## config.mk

```make
export PLATFORM = sky130hd
export DESIGN_NAME = mc_ctrl_fsm_flat
export DESIGN_NICKNAME = d
export VERILOG_FILES = /design/src/rtl/mc_ctrl_fsm_if.sv /design/src/rtl/mc_ctrl_fsm.sv /design/src/flat_wrapper.sv
export SDC_FILE = /design/constraint.sdc
export NUM_CORES = 1
export LEC_CHECK = 0
export CAP_MARGIN = 20
export CORE_ASPECT_RATIO = 1.25
export CORE_UTILIZATION = 35
export CTS_CLUSTER_DIAMETER = 40
export DETAILED_ROUTE_END_ITERATION = 12
export GPL_TIMING_DRIVEN = 0
export HOLD_SLACK_MARGIN = 0.02
export PLACE_DENSITY_LB_ADDON = 0.12
export SYNTH_ARGS = -nofsm -noshare
export SYNTH_HDL_FRONTEND = slang
export SYNTH_SLANG_ARGS = --single-unit
```

## constraint.sdc

```tcl
create_clock -name clk -period 2.35 [get_ports clk]
set_clock_uncertainty 0.1 [all_clocks]
set_input_delay 0.235 -clock clk [delete_from_list [all_inputs] [get_ports clk]]
set_output_delay 0.235 -clock clk [all_outputs]
set_load 0.1 [all_outputs]
```

## src/rtl/mc_ctrl_fsm_if.sv

```systemverilog
// Datapath control bundle between the multicycle controller and its datapath.
// The master (controller) drives strobes/selects; the slave supplies op and mem_rdy.
interface mc_ctrl_fsm_if;
  logic [5:0] op;
  logic       mem_rdy;
  logic       pcwrite;
  logic       pcwritecond;
  logic       iord;
  logic       memread;
  logic       memwrite;
  logic       irwrite;
  logic       memtoreg;
  logic       alusrca;
  logic       regwrite;
  logic       regdst;
  logic [1:0] pcsource;
  logic [1:0] aluop;
  logic [1:0] alusrcb;

  modport master (
    input  op, mem_rdy,
    output pcwrite, pcwritecond, iord, memread, memwrite, irwrite,
           memtoreg, alusrca, regwrite, regdst, pcsource, aluop, alusrcb
  );

  modport slave (
    output op, mem_rdy,
    input  pcwrite, pcwritecond, iord, memread, memwrite, irwrite,
           memtoreg, alusrca, regwrite, regdst, pcsource, aluop, alusrcb
  );
endinterface

```

## src/rtl/mc_ctrl_fsm.sv

```systemverilog
// Multicycle CPU controller: lw 5, sw/R/addi 4, beq/j 3 cycles; every mem_rdy=0
// cycle in FETCH/MEMRD/MEMWR stalls one cycle with write strobes held low.
module mc_ctrl_fsm (
  input  logic          clk,
  input  logic          rst_n,
  mc_ctrl_fsm_if.master dp,
  output logic [3:0]    state,
  output logic          trap,
  output logic          instr_done,
  output logic [15:0]   instr_cnt
);

  typedef enum logic [3:0] {
    FETCH   = 4'd0,
    DECODE  = 4'd1,
    MEMADR  = 4'd2,
    MEMRD   = 4'd3,
    MEMWB   = 4'd4,
    MEMWR   = 4'd5,
    EXEC    = 4'd6,
    ALUWB   = 4'd7,
    BRANCH  = 4'd8,
    JUMP    = 4'd9,
    ADDIEX  = 4'd10,
    ADDIWB  = 4'd11,
    ILLEGAL = 4'd12
  } state_t;

  localparam logic [5:0] OP_LW   = 6'b100011;
  localparam logic [5:0] OP_SW   = 6'b101011;
  localparam logic [5:0] OP_RTYP = 6'b000000;
  localparam logic [5:0] OP_BEQ  = 6'b000100;
  localparam logic [5:0] OP_J    = 6'b000010;
  localparam logic [5:0] OP_ADDI = 6'b001000;

  state_t      state_q;
  state_t      state_d;
  logic [15:0] cnt_q;

  always_ff @(posedge clk or negedge rst_n) begin
    if (!rst_n) begin
      state_q <= FETCH;
      cnt_q   <= 16'd0;
    end else begin
      state_q <= state_d;
      // Written every cycle so the counter's next value always derives from its current one.
      cnt_q   <= cnt_q + {15'd0, instr_done};
    end
  end

  always_comb begin
    state_d        = state_q;
    dp.pcwrite     = 1'b0;
    dp.pcwritecond = 1'b0;
    dp.iord        = 1'b0;
    dp.memread     = 1'b0;
    dp.memwrite    = 1'b0;
    dp.irwrite     = 1'b0;
    dp.memtoreg    = 1'b0;
    dp.alusrca     = 1'b0;
    dp.regwrite    = 1'b0;
    dp.regdst      = 1'b0;
    dp.pcsource    = 2'b00;
    dp.aluop       = 2'b00;
    dp.alusrcb     = 2'b00;
    trap           = 1'b0;
    instr_done     = 1'b0;

    case (state_q)
      FETCH: begin
        dp.memread = 1'b1;
        dp.alusrcb = 2'b01;
        dp.irwrite = dp.mem_rdy;
        dp.pcwrite = dp.mem_rdy;
        if (dp.mem_rdy) state_d = DECODE;
      end
      DECODE: begin
        dp.alusrcb = 2'b11;
        case (dp.op)
          OP_LW, OP_SW: state_d = MEMADR;
          OP_RTYP:      state_d = EXEC;
          OP_BEQ:       state_d = BRANCH;
          OP_J:         state_d = JUMP;
          OP_ADDI:      state_d = ADDIEX;
          default:      state_d = ILLEGAL;
        endcase
      end
      MEMADR: begin
        dp.alusrca = 1'b1;
        dp.alusrcb = 2'b10;
        state_d    = (dp.op == OP_LW) ? MEMRD : MEMWR;
      end
      MEMRD: begin
        dp.memread = 1'b1;
        dp.iord    = 1'b1;
        if (dp.mem_rdy) state_d = MEMWB;
      end
      MEMWB: begin
        dp.regwrite = 1'b1;
        dp.memtoreg = 1'b1;
        instr_done  = 1'b1;
        state_d     = FETCH;
      end
      MEMWR: begin
        dp.memwrite = 1'b1;
        dp.iord     = 1'b1;
        instr_done  = dp.mem_rdy;
        if (dp.mem_rdy) state_d = FETCH;
      end
      EXEC: begin
        dp.alusrca = 1'b1;
        dp.aluop   = 2'b10;
        state_d    = ALUWB;
      end
      ALUWB: begin
        dp.regdst   = 1'b1;
        dp.regwrite = 1'b1;
        instr_done  = 1'b1;
        state_d     = FETCH;
      end
      BRANCH: begin
        dp.alusrca     = 1'b1;
        dp.aluop       = 2'b01;
        dp.pcwritecond = 1'b1;
        dp.pcsource    = 2'b01;
        instr_done     = 1'b1;
        state_d        = FETCH;
      end
      JUMP: begin
        dp.pcwrite  = 1'b1;
        dp.pcsource = 2'b10;
        instr_done  = 1'b1;
        state_d     = FETCH;
      end
      ADDIEX: begin
        dp.alusrca = 1'b1;
        dp.alusrcb = 2'b10;
        state_d    = ADDIWB;
      end
      ADDIWB: begin
        dp.regwrite = 1'b1;
        instr_done  = 1'b1;
        state_d     = FETCH;
      end
      ILLEGAL: begin
        trap    = 1'b1;
        state_d = ILLEGAL;
      end
      default: state_d = FETCH;
    endcase
  end

  assign state     = state_q;
  assign instr_cnt = cnt_q;

endmodule
```

## src/flat_wrapper.sv

```systemverilog
// flat-port wrapper written by rule: the top's interface ports become plain ports
module mc_ctrl_fsm_flat 
  (clk, rst_n, state, trap, instr_done, instr_cnt, dp_op, dp_mem_rdy, dp_pcwrite, dp_pcwritecond, dp_iord, dp_memread, dp_memwrite, dp_irwrite, dp_memtoreg, dp_alusrca, dp_regwrite, dp_regdst, dp_pcsource, dp_aluop, dp_alusrcb);
  mc_ctrl_fsm_if dp_i ();
  input  logic clk;
  input  logic rst_n;
  output logic [3:0] state;
  output logic trap;
  output logic instr_done;
  output logic [15:0] instr_cnt;
  input wire logic [$bits(dp_i.op)-1:0] dp_op;
  input wire logic [$bits(dp_i.mem_rdy)-1:0] dp_mem_rdy;
  output wire logic [$bits(dp_i.pcwrite)-1:0] dp_pcwrite;
  output wire logic [$bits(dp_i.pcwritecond)-1:0] dp_pcwritecond;
  output wire logic [$bits(dp_i.iord)-1:0] dp_iord;
  output wire logic [$bits(dp_i.memread)-1:0] dp_memread;
  output wire logic [$bits(dp_i.memwrite)-1:0] dp_memwrite;
  output wire logic [$bits(dp_i.irwrite)-1:0] dp_irwrite;
  output wire logic [$bits(dp_i.memtoreg)-1:0] dp_memtoreg;
  output wire logic [$bits(dp_i.alusrca)-1:0] dp_alusrca;
  output wire logic [$bits(dp_i.regwrite)-1:0] dp_regwrite;
  output wire logic [$bits(dp_i.regdst)-1:0] dp_regdst;
  output wire logic [$bits(dp_i.pcsource)-1:0] dp_pcsource;
  output wire logic [$bits(dp_i.aluop)-1:0] dp_aluop;
  output wire logic [$bits(dp_i.alusrcb)-1:0] dp_alusrcb;
  assign dp_i.op = dp_op;
  assign dp_i.mem_rdy = dp_mem_rdy;
  assign dp_pcwrite = dp_i.pcwrite;
  assign dp_pcwritecond = dp_i.pcwritecond;
  assign dp_iord = dp_i.iord;
  assign dp_memread = dp_i.memread;
  assign dp_memwrite = dp_i.memwrite;
  assign dp_irwrite = dp_i.irwrite;
  assign dp_memtoreg = dp_i.memtoreg;
  assign dp_alusrca = dp_i.alusrca;
  assign dp_regwrite = dp_i.regwrite;
  assign dp_regdst = dp_i.regdst;
  assign dp_pcsource = dp_i.pcsource;
  assign dp_aluop = dp_i.aluop;
  assign dp_alusrcb = dp_i.alusrcb;
  mc_ctrl_fsm u_core (.clk(clk), .rst_n(rst_n), .dp(dp_i), .state(state), .trap(trap), .instr_done(instr_done), .instr_cnt(instr_cnt));
endmodule
```

==> metrics.txt <==
RSZ-0062 raised after global routing=false; synth warn=0; fmax=about 440 MHz; Netlist cell types=38; Critical Path Stages=5; first-pass GRT wire length=between 4000 and 5000 µm; Die Wd=about 55 µm; CTS H-Tree Depth=1; die area=0.00378 mm²; fin crit share=97.8%; Crit Path Class=reg2out; vias in the first global route=around 1100; clk buf depth=2; total CTS buffers=3; ys flop type=dfrtp_1; fin nets=between 150 and 200; actual slew at the worst max-slew pin=982 ps; mapped cell area=0.00124 mm²; largest net degree at the start of global routing=21; synthesis-stage register bit count=20; DP Cell Count=215; detailed router's first-iteration violation count=29; share of layout cells above drive strength 1=34.1%; register area share after synthesis=approximately 40%; DRC=0; port bufs=46; Reg2Reg Launch Point=u_core.state[3]$_DFFE_PN0P_; via count=1194; post-route ant nets=0; Post-CTS Hold Fix Bufs=0; slowest cell delay on critical path=540 ps; DR vias/cell=5.45; TritonCTS clock tree=done; Slew HR=roughly 34%; WL final=3010 µm; Setup Viol. Count Final=0; Area growth, synth to finish=63.5%; reg2reg end=u_core.instr_cnt[15]$_DFF_PN0_; Root Driver=clkbuf_8; Reg clk slew, reported paths=70 ps; CP Buf/Inv Count=2; dpl hpwl=2390 µm; Sum Neg Setup Slack=0 ps; ys async rst share=100%; Max Cap Viol=0; slowest cell on the critical path=clkdlybuf4s15_2; wire per inst=13.8 µm; critical path arrival=1960 ps; Detailed Routing Iterations Pass 1=4; CTS sink count=20; Post-synth EDFFs=0; Synth Area per Inst=9.37 µm²; Worst Path Max Fanout=9; I/O Pins=47; crit-path cells=buf_6 > nand2b_2 > a21oi_1 > or2_2 > clkdlybuf4s15_2; Starting Density=37.7%; GR Util All Layers=17.8%; r2r setup slk=220 ps; Overflow after GRT=0; CP startpoint=u_core.state[2]$_DFFE_PN0P_; Setup Fix Bufs, Post-CTS=0; Die Y=approximately 68 µm; hold crit path type=in2async; Synth Instances=132; crit path capture type=primary output; Final Max Slew Viols=0; CP required=just over 2000 ps; row cnt=23; Crit path max-delay family=buffers and inverters; Core ar.=0.00328 mm²; clk_lat worst skew=260 ps; RePlAce Congestion=approximately 0.76; Post-Syn Nets=between 100 and 150; crit path launch type=register; Final Hold Viols=0; post-layout min period=2300 ps; Non-Filler Instances=~220; worst r2r path cells=9; status=completed; diode count=0; initial antenna violation count=0
==> how the worst max path moves through the flow <==
| stage | end | slack, ps |
|---|---|---|
| 2_1_floorplan | u_core.instr_cnt[10]$_DFF_PN0_ | -450 |
| 3_3_place_gp | dp_pcwrite | -420 |
| 3_5_place_dp | dp_pcwrite | -420 |
| 4_1_cts | dp_regwrite | 40 |
| 5_1_grt | dp_regwrite | 0.6 |
| 6_report | dp_regwrite | 50 |
==> placed cells by master (no fill, tap or decap), types with 2 or more instances in the layout <==
master / netlist / routed
ha_4: 0 / 2
nor2_1: 12 / 5
nand2b_1: 5 / 4
nand2_1: 9 / 7
nor3_2: 0 / 2
clkdlybuf4s50_1: 0 / 28
dfrtp_1: 20 / 16
nor3_4: 0 / 4
xor2_1: 2 / 2
o32a_1: 2 / 2
nor2_2: 0 / 5
dfrtp_4: 0 / 4
nand3_1: 8 / 7
and3_1: 4 / 3
clkdlybuf4s18_2: 0 / 2
buf_12: 0 / 2
and4_1: 3 / 3
xnor2_1: 13 / 13
nor2_4: 0 / 2
clkbuf_8: 2 / 6
a21oi_1: 7 / 6
buf_6: 3 / 3
buf_2: 0 / 2
nand4_1: 2 / 2
clkdlybuf4s15_2: 0 / 13
inv_1: 2 / 2
nor3_1: 8 / 2
o21ai_0: 5 / 4
==> area by class of cell <==
type	instances	area (µm²)
clock inverter	1	30.0
clock buffer	3	41.3
tap	37	46.3
timing repair buffer	46	477
buffer	9	108
inverter	2	7.51
multi-input combinational	101	798
sequential	20	515
fill	285	1260
==> synthesized netlist by cell type, types with 3 or more instances <==
cell type  instances  area [µm²]
nand3_1            8        40.0
a21oi_1            7        35.0
dfrtp_1           20         500
or2_1              3        18.8
nand2b_1           5        31.3
buf_6              3        33.8
nand2_1            9        33.8
nor2_1            12        45.0
o21ai_0            5        25.0
and3_1             4        25.0
nor3_1             8        40.0
and4_1             3        26.3
xnor2_1           13         114
==> logic make-up (layout without fill, tap and decap cells) <==
kind of cell	after synthesis	count (layout)	synth area share (%)
buffers and inverters	11	61	7.38
AO/OA/AOI/OAI	25	25	14.2
XOR/XNOR	15	15	10.6
adder cells (fa/ha/maj)	2	2	2.02
flip-flops	20	20	40.4
AND/OR/NAND/NOR	59	59	25.4
==> worst register-to-register path, delay by kind of cell (launching register included) <==
family / cells / cell delay (ps)
simple gates: 4 / 610
xor+xnor: 1 / 140
compound gates: 1 / 160
flops: 1 / 490
fa+ha+maj: 1 / 180
buf+inv: 2 / 350
==> registers in the layout (all words and copies together), names as in the netlist <==
register          cells
u_core.instr_cnt     16
u_core.state          4
==> per-layer routing <==
metal  part of all wire (%)  routed length (µm)  GRT usage [%]  vias up
met5                      0                   0              0        -
met4                    2.4                  71           9.38        0
met3                    4.0                 120           2.22        7
met2                     55                1650           32.7       40
met1                     39                1170           19.0      576
li1                       -                   -              -      571
==> per-stage QoR <==
step / instance area (µm²) / worst slack (ps) / utilization (%) / hold slack [ps]
6_report: 2020 / 52.8 / 61.7 / 349
5_1_grt: 2020 / 0.637 / 61.7 / 407
4_1_cts: 2030 / 41.9 / 61.9 / 384
3_5_place_dp: 1940 / -421 / 59.0 / 375
3_3_place_gp: 1940 / -425 / 59.0 / 362
2_1_floorplan: 1430 / -450 / - / -161
==> repair_timing <==
item,CTS,global route
hold endpoints to repair,0,0
gates resized for setup,57,4
setup endpoints to repair,18,3
Power is not shown: default switching activity piles up to over one toggle a cycle in this logic, so the estimate is an artifact.
